==> src/rtl/uart_pkg.sv <==
// Shared UART definitions: receiver FSM states, oversampling constants and
// the baud divider calculation.
package uart_pkg;

   typedef enum logic [1:0] {IDLE, START, DATA, STOP} rx_state_t;

   localparam int OVERSAMPLE = 16;
   localparam int MID_SAMPLE = 8;

   // Oversample tick divider, never below 1 so very fast baud rates still tick.
   function automatic int calc_div(input int clk_hz, input int baud);
      int d;
      d = clk_hz / (baud * OVERSAMPLE);
      return (d < 1) ? 1 : d;
   endfunction

endpackage

==> src/rtl/uart_sync_fifo.sv <==
// Synchronous first-word-fall-through FIFO with full/empty and simultaneous
// push/pop; shared by the RX path and the future TX queue.
module uart_sync_fifo #(
   parameter int DEPTH = 4,
   parameter int WIDTH = 8
) (
   input  logic             clk,
   input  logic             reset,
   input  logic             push,
   input  logic [WIDTH-1:0] wr_data,
   input  logic             pop,
   output logic [WIDTH-1:0] rd_data,
   output logic             full,
   output logic             empty
);

   localparam int AW = $clog2(DEPTH);

   logic [WIDTH-1:0] mem [DEPTH];
   logic [AW-1:0]    wr_ptr, rd_ptr;
   logic [AW:0]      count;
   logic             do_push, do_pop;

   assign full    = (count == (AW+1)'(DEPTH));
   assign empty   = (count == '0);
   assign do_pop  = pop && !empty;
   // A full FIFO still accepts a push when the head leaves in the same cycle.
   assign do_push = push && (!full || do_pop);
   assign rd_data = mem[rd_ptr];

   always_ff @(posedge clk or posedge reset) begin
      if (reset) begin
         for (int i = 0; i < DEPTH; i++) mem[i] <= '0;
         wr_ptr <= '0;
         rd_ptr <= '0;
         count  <= '0;
      end else begin
         if (do_push) begin
            mem[wr_ptr] <= wr_data;
            wr_ptr      <= wr_ptr + 1'b1;
         end
         if (do_pop) rd_ptr <= rd_ptr + 1'b1;
         case ({do_push, do_pop})
            2'b10:   count <= count + 1'b1;
            2'b01:   count <= count - 1'b1;
            default: count <= count;
         endcase
      end
   end

endmodule

==> src/rtl/uart_rx_buffered.sv <==
// 8N1 UART receiver: 16x oversampling deframer feeding a small FWFT FIFO,
// with sticky overflow / framing-error flags and a level receive interrupt.
module uart_rx_buffered
   import uart_pkg::*;
#(
   parameter int CLK_HZ = 100_000_000,
   parameter int BAUD   = 9600,
   parameter int DEPTH  = 4
) (
   input  logic       clk,
   input  logic       reset,
   input  logic       rx,
   input  logic       rd_en,
   input  logic       clr_err,
   output logic [7:0] rd_data,
   output logic       rx_valid,
   output logic       irq,
   output logic       overflow,
   output logic       frame_err
);

   localparam int DIV = calc_div(CLK_HZ, BAUD);
   localparam int TW  = (DIV > 1) ? $clog2(DIV) : 1;

   rx_state_t   state, state_nxt;
   logic        rx_meta, rxs, rxs_prev;
   logic [TW-1:0] tick_cnt;
   logic        tick;
   logic [3:0]  samp_cnt;
   logic [2:0]  bit_cnt;
   logic [7:0]  shreg;
   logic        sample_start, sample_bit, sample_stop;
   logic        push, ferr_evt, ovf_evt;
   logic        fifo_full, fifo_empty;

   always_ff @(posedge clk or posedge reset) begin
      if (reset) begin
         rx_meta  <= 1'b1;
         rxs      <= 1'b1;
         rxs_prev <= 1'b1;
      end else begin
         rx_meta  <= rx;
         rxs      <= rx_meta;
         rxs_prev <= rxs;
      end
   end

   assign tick = (state != IDLE) && (tick_cnt == TW'(DIV - 1));

   // Counters are parked at zero in IDLE so every character starts phase-aligned
   // to its own start edge.
   always_ff @(posedge clk or posedge reset) begin
      if (reset) begin
         tick_cnt <= '0;
         samp_cnt <= '0;
         bit_cnt  <= '0;
         shreg    <= '0;
      end else if (state == IDLE) begin
         tick_cnt <= '0;
         samp_cnt <= '0;
         bit_cnt  <= '0;
      end else begin
         tick_cnt <= tick ? '0 : tick_cnt + 1'b1;
         if (tick) samp_cnt <= sample_start ? 4'd0 : samp_cnt + 1'b1;
         if (sample_bit) begin
            bit_cnt <= bit_cnt + 1'b1;
            shreg   <= {rxs, shreg[7:1]};
         end
      end
   end

   always_ff @(posedge clk or posedge reset) begin
      if (reset) state <= IDLE;
      else       state <= state_nxt;
   end

   always_comb begin
      state_nxt = state;
      case (state)
         IDLE:  if (!rxs && rxs_prev)               state_nxt = START;
         START: if (sample_start)                    state_nxt = rxs ? IDLE : DATA;
         DATA:  if (sample_bit && bit_cnt == 3'd7)   state_nxt = STOP;
         STOP:  if (sample_stop)                     state_nxt = IDLE;
         default:                                    state_nxt = IDLE;
      endcase
   end

   always_comb begin
      sample_start = (state == START) && tick && (samp_cnt == 4'(MID_SAMPLE - 1));
      sample_bit   = (state == DATA)  && tick && (samp_cnt == 4'(OVERSAMPLE - 1));
      sample_stop  = (state == STOP)  && tick && (samp_cnt == 4'(OVERSAMPLE - 1));
      push         = sample_stop && rxs;
      ferr_evt     = sample_stop && !rxs;
   end

   // A full FIFO is never empty, so rd_en here always frees a slot.
   assign ovf_evt = push && fifo_full && !rd_en;

   always_ff @(posedge clk or posedge reset) begin
      if (reset) begin
         overflow  <= 1'b0;
         frame_err <= 1'b0;
      end else begin
         overflow  <= ovf_evt  | (overflow  & ~clr_err);
         frame_err <= ferr_evt | (frame_err & ~clr_err);
      end
   end

   uart_sync_fifo #(.DEPTH(DEPTH), .WIDTH(8)) u_fifo (
      .clk     (clk),
      .reset   (reset),
      .push    (push),
      .wr_data (shreg),
      .pop     (rd_en),
      .rd_data (rd_data),
      .full    (fifo_full),
      .empty   (fifo_empty)
   );

   assign rx_valid = !fifo_empty;
   assign irq      = rx_valid;

endmodule

==> config.mk <==
export PLATFORM = sky130hd
export DESIGN_NAME = uart_rx_buffered
export DESIGN_NICKNAME = d
export VERILOG_FILES = /design/src/rtl/uart_pkg.sv /design/src/rtl/uart_sync_fifo.sv /design/src/rtl/uart_rx_buffered.sv
export SDC_FILE = /design/constraint.sdc
export NUM_CORES = 1
export LEC_CHECK = 0
export CAP_MARGIN = 15
export CORE_MARGIN = 2
export CORE_UTILIZATION = 59
export DETAILED_ROUTE_END_ITERATION = 7
export GPL_TIMING_DRIVEN = 1
export PLACE_DENSITY = 0.79
export SLEW_MARGIN = 20
export SYNTH_ARGS = -nofsm -noshare
export SYNTH_HDL_FRONTEND = slang
export SYNTH_SLANG_ARGS = --single-unit
==> constraint.sdc <==
create_clock -name clk -period 6.9 [get_ports clk]
set_clock_uncertainty 0.2 [all_clocks]
set_input_delay 0.69 -clock clk [delete_from_list [all_inputs] [get_ports clk]]
set_output_delay 0.69 -clock clk [all_outputs]
set_load 0.005 [all_outputs]
Word-level counts from Yosys, hierarchy flattened
Index checks and enable logic that the tools add are counted.

Register bits: 71. ROM bits: 0. RAM bits: 0. Memories kept: 0. Latch bits: 0. Input bits: 5. Logic and storage cells: 98.

Multiply operators: 0. Order comparisons: 3. Add/sub/neg operators: 7. Bitwise operators: 8. Div/mod/pow operators: 0. Reduce and logical (&&, ||, !) cells: 29. Mux-type cells: 20. Shift operators: 0. Eq/ne operators: 14.

Operator list (number): 32-bit bitwise mux (1); 8-bit two-way mux (3); 10-bit two-way mux (2); 8-bit binary-select mux with 2-bit select (1); 8-bit demux with 2-bit select (1); 1-bit logical AND (16); 4-bit two-way mux (3); 10-bit by 1-bit adder with 10-bit output (second input constant) (1); 10-bit equality test (second input constant) (1); 2-bit two-way mux (5); 2-bit one-hot mux with 4 select lines (1); 2-bit nonzero test (4); 3-bit by 1-bit adder with 3-bit output (second input constant) (2); 2-bit equality test (second input constant) (3); 3-bit equality test (second input constant) (2); 3-bit greater-or-equal comparator (second input constant) (2); 3-bit two-way mux (2); 2-bit != test (second input constant) (3); 2-bit inverter with 3-bit output (2); 3-bit one-hot mux with 2 select lines (1); 2-bit by 1-bit adder with 2-bit output (second input constant) (2); 4-bit by 1-bit adder with 4-bit output (second input constant) (1); 2-bit by 1-bit equality test with 1-bit output (second input constant) (2); 4-bit by 3-bit equality test with 1-bit output (second input constant) (1); 13 further kinds (19).

Logic depth before layout (Yosys ltp)
Gate-level depths: netlist of the first run.

Word-level depth: 8. Depth in mapped cells: 10.

Cells and area by module
Synthesis of the first run repeated with hierarchy kept, for this count alone.

Cell total of the unflattened synthesis: 252. Area, all modules: 3278.1 µm².

Modules (own cells, without submodules): uart_sync_fifo (area an instance 1805.5 µm², cells an instance 116, seq. area each 975.9 µm², instances 1); uart_rx_buffered (area an instance 1472.7 µm², cells an instance 136, seq. area each 804.5 µm², instances 1).

Worst setup path before layout of the first run
Ideal clock, no wire load.

Path type: register to register. Start point: reg samp_cnt[0]. End point: reg u_fifo.count[2]. Buffers on the path: 0. Cell stages (with the launch flop): 11. Period minus slack after synthesis: 2.794 ns. Setup time: 0.125 ns. Slack: 4.106 ns. Arrival: 2.469 ns. Path through: dfrtp_1 > ha_1 > nand4_1 > or2_2 > or4b_2 > ha_1 > inv_1 > fa_1 > xor2_1 > nor2_1 > xor2_1.

Cells in the longest elaborated chain, start to end: 6. Elaborated cells between the ends (all ways): 8. Those cells by class: 3 x eq/ne; 1 x mux; 4 x reduce/logical.

Ends and longest elaborated chain: start, declared (RTL line uart_rx_buffered.sv:29) `logic [3:0] samp_cnt;`; start signal, assigned (RTL line uart_rx_buffered.sv:64) `if (tick) samp_cnt <= sample_start ? 4'd0 : samp_cnt + 1'b1;`; 4-bit equality test * (RTL line uart_rx_buffered.sv:91) `sample_stop = (state == STOP) && tick && (samp_cnt == 4'(OVERSAMPLE - 1));`; 1-bit logical AND * (RTL line uart_rx_buffered.sv:91); 1-bit logical AND * (RTL line uart_rx_buffered.sv:92) `push = sample_stop && rxs;`; 1-bit logical AND * (RTL line uart_sync_fifo.sv:28) `assign do_push = push && (!full || do_pop);`; 2-bit by 1-bit equality test with 1-bit output or 2-bit equality test (tied branches) (RTL line uart_sync_fifo.sv:43) `case ({do_push, do_pop})`; 3-bit one-hot mux with 2 select lines or 2-bit nonzero test (tied branches); end signal, assigned (RTL line uart_sync_fifo.sv:44) `2'b10: count <= count + 1'b1;`; end signal, assigned (RTL line uart_sync_fifo.sv:45) `2'b01: count <= count - 1'b1;`; end signal, assigned (RTL line uart_sync_fifo.sv:46) `default: count <= count;`; end, declared (RTL line uart_sync_fifo.sv:21) `logic [AW:0] count;`.

Every way passes the cells marked *; elsewhere a longest branch is shown, timed or not. A chain may end at the register's enable or synchronous reset.

Worst setup path in the final report of the first run
Start point: reg u_fifo.rd_ptr[0]. End point: out rd_data[4].

Cells in the longest elaborated chain, start to end: 4.

Ends and longest elaborated chain: start, declared (RTL line uart_sync_fifo.sv:20) `logic [AW-1:0] wr_ptr, rd_ptr;`; start signal, assigned (RTL line uart_sync_fifo.sv:42) `if (do_pop) rd_ptr <= rd_ptr + 1'b1;`; 2-bit inverter with 3-bit output (not written as such) (RTL line uart_sync_fifo.sv:29) `assign rd_data = mem[rd_ptr];`; 8-bit binary-select mux with 2-bit select (RTL line uart_sync_fifo.sv:29); 8-bit two-way mux (not written as such) (2 in a row) (RTL line uart_sync_fifo.sv:29); end, declared (RTL line uart_rx_buffered.sv:15) `output logic [7:0] rd_data,`.

No other way between the ends. The select of a mux whose other input is x is not followed.

==> results.toml, run 1 <==
[critical_path]
path_delay_family = "flip-flops"
rr_endpoint = "u_fifo.count[2]"
end_kind = "output port"
crit_chain = "mux4_2 -> clkdlybuf4s50_1"
cp.required_ps = 6010
path_max_fanout = 10
cpPeakStageDelay_ps = 730
crit_buf_inv = 1
r2r_slack_ps = 3910
cp_num_cells = 2
r2r-start = "samp_cnt[0]"
worstSetupPathType = "flop to output port"
slowest_stage = "dfrtp_1"
reg2reg_depth = 10
arrival_ps = 2130
startpoint_type = "flop"

[layout]
area_growth_pct = 11.4
drive_gt1_frac = 0.284
nFillCells = 405
antennaDiodeCount = 0
finalNetCount = 280
stdcell_area_um2 = 3690

[timing]
rsz0062_at_grt = "false"
period_needed_ps = 3020
tightest_slew_ps = 867
relSlewSlack = 0.422
fmax_ghz = 0.332
final.setup.tns_ps = 0
hold_viol = 0
setup_violations = 0
period_share = 0.437
slew_violations = 0

[placed_design]
postPlaceCellArea_um2 = 3500
gp_congestion = 0.780
hpwl_um = 3550
io_buffer_count = 16

[synth]
synth_seq_cells = 71
synthSimpleGateAreaFrac = 0.0968
synth_compound_area_frac = 0.0371
synth-xor-area-share = 0.0397
yosysUniqueCellTypes = 48
yosysSeqAreaShare = 0.538
ys_async_sr_fraction = 1.00
yosys_warnings = 0
synth.mux.area_fraction = 0.215
synthTopCellsByCount = "68 x dfrtp_1, 33 x mux2_2, 19 x nor2_1"
ys.flop_type = "dfrtp_1"
synth.most_common_cell = "dfrtp_1"
yosys.area.top_type_share = 0.514
synth_edf_count = 0
syn_area_um2 = 3310
synth_fa_ha_area_frac = 0.0439
yosys.area.top_type = "dfrtp_1"
ys_top_cells_by_area = "dfrtp_1 51%, mux2_2 11%, mux4_2 5.4%"
avgSynthCellArea_um2 = 13.3
synth_fp_nets = 264
netlist_instances = 248
synth_top_family_by_area = "multiplexers"

[hold_path]
hold_path_class = "flop to flop"
hp-start = "rx_meta"
hold_path_end = "rxs"
whs_path_depth = 0

[detailed_routing]
wl_per_cell_um = 15.8
drt_iter0_drc = 127
firstDrtPassIters = 4
wirelength_um = 5390
via_count = 1880
ant_nets = 0
viasPerCell = 5.53
drc = 0

[global_route]
gr-usage-met2 = 0.318
grt_util_all_layers = 0.204
grt_overflow = 0
antenna_found_initial = 0
busiest_layer = "met2"
grt_use_met1 = 0.269
grt_max_degree = 72
grt_pass1_vias = 1969
use_met3 = 0.0511
grt_pass1_wl_um = 9520

[status]
run_status = "completed"

[power]
clkPwrFrac = 0.313
intPower_mw = 0.691
power_frac_comb = 0.150
power_leakage_nw = 1.73
switching_share = 0.283
power.switching_mw = 0.273
power.density_nw_per_um2 = 262
power.share.sequential = 0.537
ir_drop_mv = 0.208

[clock_network]
cts_tree = "done"
clk_latency_ps = 340
clk_pin_slew_worst_paths_ps = 70
numCtsBuffers = 9
cts-root-buf = "clkbuf_8"
cts.path.max_buffers = 2
post_cts_resized = 0
cts.sinks = 71
holdBufCountCts = 0
cts_htree_levels = 3
post-cts-setup-buffers = 0

[floorplanning]
io_pins = 17
initial_core_util = 0.604
die_h_um = 78.9
dieWidth_um = 78.9
die_area_um2 = 6220
coreArea_um2 = 5470
placementRows = 27

[flow_run]
drv_cap = 0
[metrics by stage]
stage               hold WS [ps]  cells  power, mW  worst slack [ps]  utilization
floorplan                    145    248      0.634              4110            -
global placement             145    325      0.669              3660        0.640
detailed placement           149    325      0.675              3610        0.640
CTS                          159    340      0.978              3830        0.674
global route                 165    340       1.03              3720        0.674
finish                       157    340      0.964              3880        0.674
[power by group through the flow]
stage	clock, mW	sequential [mW]	combinational [mW]
2_1_floorplan	0	0.485	0.149
3_3_place_gp	0	0.527	0.142
3_5_place_dp	0	0.527	0.148
4_1_cts	0.310	0.520	0.148
5_1_grt	0.331	0.528	0.167
6_report	0.301	0.518	0.145
[worst reg2reg max path, delay by kind of cell, from the launching register on]
family	cells	cell delay, ps
xor+xnor	2	280
fa+ha+maj	3	640
buf+inv	1	80
flops	1	410
simple gates	4	1270
[cell usage in the layout (no fill, tap or decap), drive strengths merged, types with 3 or more instances in the layout]
cell type      Yosys  final
nand2              8      8
nor2              19     19
clkbuf             5     12
mux2              43     43
mux4               8      8
ha                10     10
xor2               5      5
xnor2             10     10
nor4               4      4
and3               4      4
nand3              4      4
o21ai              3      3
dfstp              3      3
a31oi              3      3
nor3               3      3
dfrtp             68     68
inv                9      9
or2                3      3
or4b               3      3
clkdlybuf4s50      0     16
a21oi              3      3
[logic make-up after synthesis]
group	after synthesis
AO/OA/AOI/OAI	18
XOR/XNOR	15
adder cells (fa/ha/maj)	11
buffers and inverters	21
flip-flops	71
multiplexers	52
AND/OR/NAND/NOR	60
[sequential cells by signal, indices dropped and copies added, names as in the netlist, 2 cells and up, named ones only]
signal	count
tick_cnt	10
bit_cnt	3
u_fifo.count	3
u_fifo.rd_ptr	2
u_fifo.wr_ptr	2
u_fifo.mem	32
shreg	8
samp_cnt	4
[routing by layer]
metal | part of all wire | wire length, um | up-vias
met5 | 0 | 0 | -
met4 | 0.025 | 137 | 0
met3 | 0.027 | 148 | 12
met2 | 0.48 | 2600 | 29
met1 | 0.46 | 2500 | 931
li1 | - | - | 908
[final cells by class]
cell class | instances | area [um^2] | area share
clock inverter | 3 | 17.5 | 0.00475
timing repair buffer | 17 | 168 | 0.0455
sequential | 71 | 1780 | 0.483
tap | 72 | 90.1 | 0.0244
clock buffer | 12 | 165 | 0.0448
inverter | 9 | 33.8 | 0.00916
multi-input combinational | 156 | 1430 | 0.388
[worst max path at each step]
| stage | startpoint | end |
|---|---|---|
| floorplan | samp_cnt[0] | u_fifo.count[2] |
| global placement | rd_en | u_fifo.count[2] |
| detailed placement | rd_en | u_fifo.count[2] |
| CTS | u_fifo.rd_ptr[0] | rd_data[4] |
| global route | samp_cnt[0] | u_fifo.count[2] |
| finish | u_fifo.rd_ptr[0] | rd_data[4] |
No activity file was read; power rests on OpenSTA's default activity.
==> run 2: changes to the inputs <==
clock period = 2.8 ns   (was 6.9 ns; I/O delays follow)
==> results.toml, run 2 (synthesis gave the netlist of run 1 again) <==
[timing]
period_needed_ps = 2620
final.setup.tns_ps = 0
worst_hold_slack_ps = 129
slew_violations = 0
fin_ws_ps = 178
relSlewSlack = 0.578
setup_violations = 0
hold_viol = 0
rsz0062_at_grt = "false"
fmax_ghz = 0.381
period_share = 0.937
tightest_slew_ps = 628

[layout]
reg_top3 = "u_fifo.mem x32, tick_cnt x10, shreg x8"
fin_util = 0.724
final_common_cell = "dfrtp_1"
fin_cells = 365
area_growth_pct = 19.8
antennaDiodeCount = 0
stdcell_area_um2 = 3960
largest_reg_flops = 32
mostFrequentLayoutCells = "68 x dfrtp_1, 33 x mux2_2, 23 x buf_4, 19 x nor2_1, 16 x clkdlybuf4s50_1"
largest_register = "u_fifo.mem"
finalNetCount = 305
drive_gt1_frac = 0.352

[clock_network]
clk_latency_ps = 350
cts_htree_levels = 3
cts.path.max_buffers = 2
cts_tree = "done"
cts.sinks = 71
clk_pin_slew_worst_paths_ps = 70
cts-root-buf = "clkbuf_8"
numCtsBuffers = 9

[global_route]
grt_max_degree = 72
antenna_found_initial = 0
grt_pass1_vias = 2205
grt_overflow = 0
grt_util_all_layers = 0.217
grt_pass1_wl_um = 10100

[placed_design]
postPlaceCellArea_um2 = 3710
gp_congestion = 0.791
io_buffer_count = 16
post-place-ws_ps = 16.7
dp.cells = 348
hpwl_um = 3970

[critical_path]
startpoint_type = "flop"
reg2reg_depth = 10
r2r_slack_ps = 180
rr_endpoint = "u_fifo.count[2]"
cp-endpoint = "u_fifo.count[2]"
path_max_fanout = 2
critical_path.startpoint = "samp_cnt[0]"
cp.required_ps = 2830
arrival_ps = 2650
end_kind = "flop"
r2r-start = "samp_cnt[0]"
worstSetupPathType = "flop to flop"

[detailed_routing]
wl_per_cell_um = 16.2
wirelength_um = 5920
firstDrtPassIters = 4
ant_nets = 0
viasPerCell = 5.65
drt_iter0_drc = 79
drc = 0
via_count = 2064

[floorplanning]
initial_core_util = 0.604
die_area_um2 = 6220
die_h_um = 78.9
dieWidth_um = 78.9
coreArea_um2 = 5470
io_pins = 17
placementRows = 27

[power]
power_leakage_nw = 1.88
power.density_nw_per_um2 = 654
total_power_mw = 2.59
ir_drop_mv = 0.488

[hold_path]
hold_path_class = "input port to asynchronous set/reset pin"

[status]
run_status = "completed"

[flow_run]
drv_cap = 0
run 2: cell count changes in the layout (fill, tap and decap cells not counted):
cell,delta
buf_12,+3
or4b_4,+1
clkbuf_8,+1
ha_1,-2
or4b_2,-1
ha_4,+1
ha_2,+1
bufinv_16,+1
buf_4,+22
clkinv_2,-2
run 2: critical path, cell delays in order, from the launching register on:
cell,delay (ps)
dfrtp_1,360
ha_2,190
nand4_1,130
or2_2,340
or4b_4,500
ha_4,180
inv_1,70
fa_1,180
xor2_1,150
nor2_1,70
xor2_1,140
run 2: how the worst min path moves through the flow:
stage,start,endpoint,cells after the start
6_report,reset,tick_cnt[5],3
5_1_grt,reset,tick_cnt[5],3
4_1_cts,reset,tick_cnt[4],3
2_1_floorplan,rx,rx_meta,0
3_5_place_dp,rx_meta,rxs,0
3_3_place_gp,rx_meta,rxs,0
run 2: metal layers:
metal | wire length, um | track usage
met5 | 0 | 0
met4 | 114 | 0.116
met3 | 150 | 0.0443
met2 | 3100 | 0.382
met1 | 2560 | 0.250
run 2: power breakdown:
group / internal [mW] / switching [mW] / total (mW)
clock network: 0.504 / 0.363 / 0.867
registers: 1.12 / 0.0919 / 1.21
logic: 0.263 / 0.251 / 0.514
total: 1.89 / 0.706 / 2.59
run 2: cell type report:
| type | count | area (um^2) |
|---|---|---|
| tap | 72 | 90.1 |
| clock buffer | 13 | 179 |
| sequential | 71 | 1780 |
| inverter | 9 | 33.8 |
| multi-input combinational | 156 | 1450 |
| clock inverter | 2 | 37.5 |
| fill | 388 | 1510 |
| timing repair buffer | 42 | 393 |
run 2: timing repair:
| action | 4_1_cts | 5_1_grt |
|---|---|---|
| cloned | 0 | 0 |
| resized for setup | 0 | 4 |
| pin swaps | 0 | 1 |
| hold buffers | 0 | 0 |
| setup buffers | 1 | 1 |
| endpoints found under the setup margin | 2 | 2 |
==> run 3: changes to the inputs <==
clock period = 2.55 ns   (was 2.8 ns; I/O delays follow)
==> results.toml, run 3 (synthesis gave the netlist of run 1 again) <==
[timing]
rsz0062_at_grt = "true"
tightest_slew_ps = 562
slew_violations = 0
final.setup.tns_ps = 0
period_needed_ps = 2520
period_share = 0.990
relSlewSlack = 0.625
fin_ws_ps = 26.1
setup_violations = 0
fmax_ghz = 0.396
hold_viol = 0

[clock_network]
cts-root-buf = "clkbuf_8"
numCtsBuffers = 9
holdBufCountCts = 0
clk_pin_slew_worst_paths_ps = 80
cts_htree_levels = 3
cts.sinks = 71
cts_tree = "done"
clk_latency_ps = 350
cts.path.max_buffers = 2

[layout]
reg_top3 = "u_fifo.mem x32, tick_cnt x10, shreg x8"
antennaDiodeCount = 0
mostFrequentLayoutCells = "68 x dfrtp_1, 33 x mux2_2, 33 x buf_4, 19 x nor2_1, 16 x clkdlybuf4s50_1"
stdcell_area_um2 = 4140
largest_reg_flops = 32
largest_register = "u_fifo.mem"
final_common_cell = "dfrtp_1"
drive_gt1_frac = 0.410
area_growth_pct = 25.1
finalNetCount = 318
fin_util = 0.756

[global_route]
grt_util_all_layers = 0.232
grt_pass1_vias = 2294
grt_pass1_wl_um = 10800
antenna_found_initial = 0
grt_overflow = 0
grt_max_degree = 47

[detailed_routing]
wl_per_cell_um = 16.5
drt_iter0_drc = 114
viasPerCell = 5.54
firstDrtPassIters = 4
via_count = 2101
wirelength_um = 6270
ant_nets = 0
drc = 0

[floorplanning]
die_h_um = 78.9
placementRows = 27
coreArea_um2 = 5470
die_area_um2 = 6220
initial_core_util = 0.604
io_pins = 17
dieWidth_um = 78.9

[power]
ir_drop_mv = 0.584
power_leakage_nw = 1.95
total_power_mw = 2.98
power.density_nw_per_um2 = 719

[placed_design]
io_buffer_count = 16
post-place-ws_ps = -147
hpwl_um = 4090
gp_congestion = 0.817
postPlaceCellArea_um2 = 3770

[critical_path]
startpoint_type = "flop"
cp.required_ps = 2580
path_max_fanout = 2
end_kind = "flop"
worstSetupPathType = "flop to flop"
arrival_ps = 2550

[flow_run]
drv_cap = 0

[hold_path]
hold_path_class = "input port to asynchronous set/reset pin"

[status]
run_status = "completed"
run 3: cell count changes in the layout (fill, tap and decap cells not counted), sizes merged:
cell and delta:
buf +12, bufinv +1, clkbuf -1, clkinv +1, clkinvlp +1
run 3: stage by stage:
step                      cells  hold WS, ps
after CTS                   375         86.1
after global placement      355          147
after floorplan             248         59.5
final                       379         88.0
after global routing        379          114
after detailed placement    355          147
run 3: path summary, 6_finish.rpt:
check,startpoint,to,slack (ps),depth (start not counted)
max in group asynchronous,reset,u_fifo.mem[17],1580,3
min in group clk,rx,rx_meta,110,1
max,tick_cnt[4],u_fifo.count[2],30,8
min,reset,samp_cnt[2],90,3
min reg2reg,rx_meta,rxs,160,0
max reg2reg,tick_cnt[4],u_fifo.count[2],30,8
run 3: what timing repair did:
item                       CTS  global route
cloned                       0             1
setup buffers                4             4
gates resized for setup      3            12
pin swaps                    4            10
setup endpoints to repair   14            44
run 3: power by group:
part           internal, mW  leakage [nW]  switching [mW]
combinational         0.325         0.884           0.307
clock                 0.602         0.112           0.422
sequential             1.23         0.953          0.0950
total                  2.15          1.95           0.824
run 3: worst max-delay path, cell delays in order, from the launching register on:
cell	delay (ps)
dfrtp_1	380
or4b_4	540
or4b_4	560
ha_4	180
inv_2	50
fa_2	180
xor2_1	130
nor2_1	60
xor2_1	130
run 3: per-layer routing:
metal  vias to the layer above  GRT usage  wire length, um
met5                         -          0                0
met4                         0     0.0914              142
met3                        15     0.0648              204
met2                        34      0.385             3230
met1                      1063      0.289             2690
li1                        989          -                -
run 3: final cells by class:
type                            count  area [um^2]
Tap cell                           72         90.1
Clock inverter                      5         80.1
Inverter                            9         33.8
Sequential cell                    71         1780
Clock buffer                       11          151
Fill cell                         357         1330
Multi-Input combinational cell    156         1490
Timing Repair Buffer               55          510
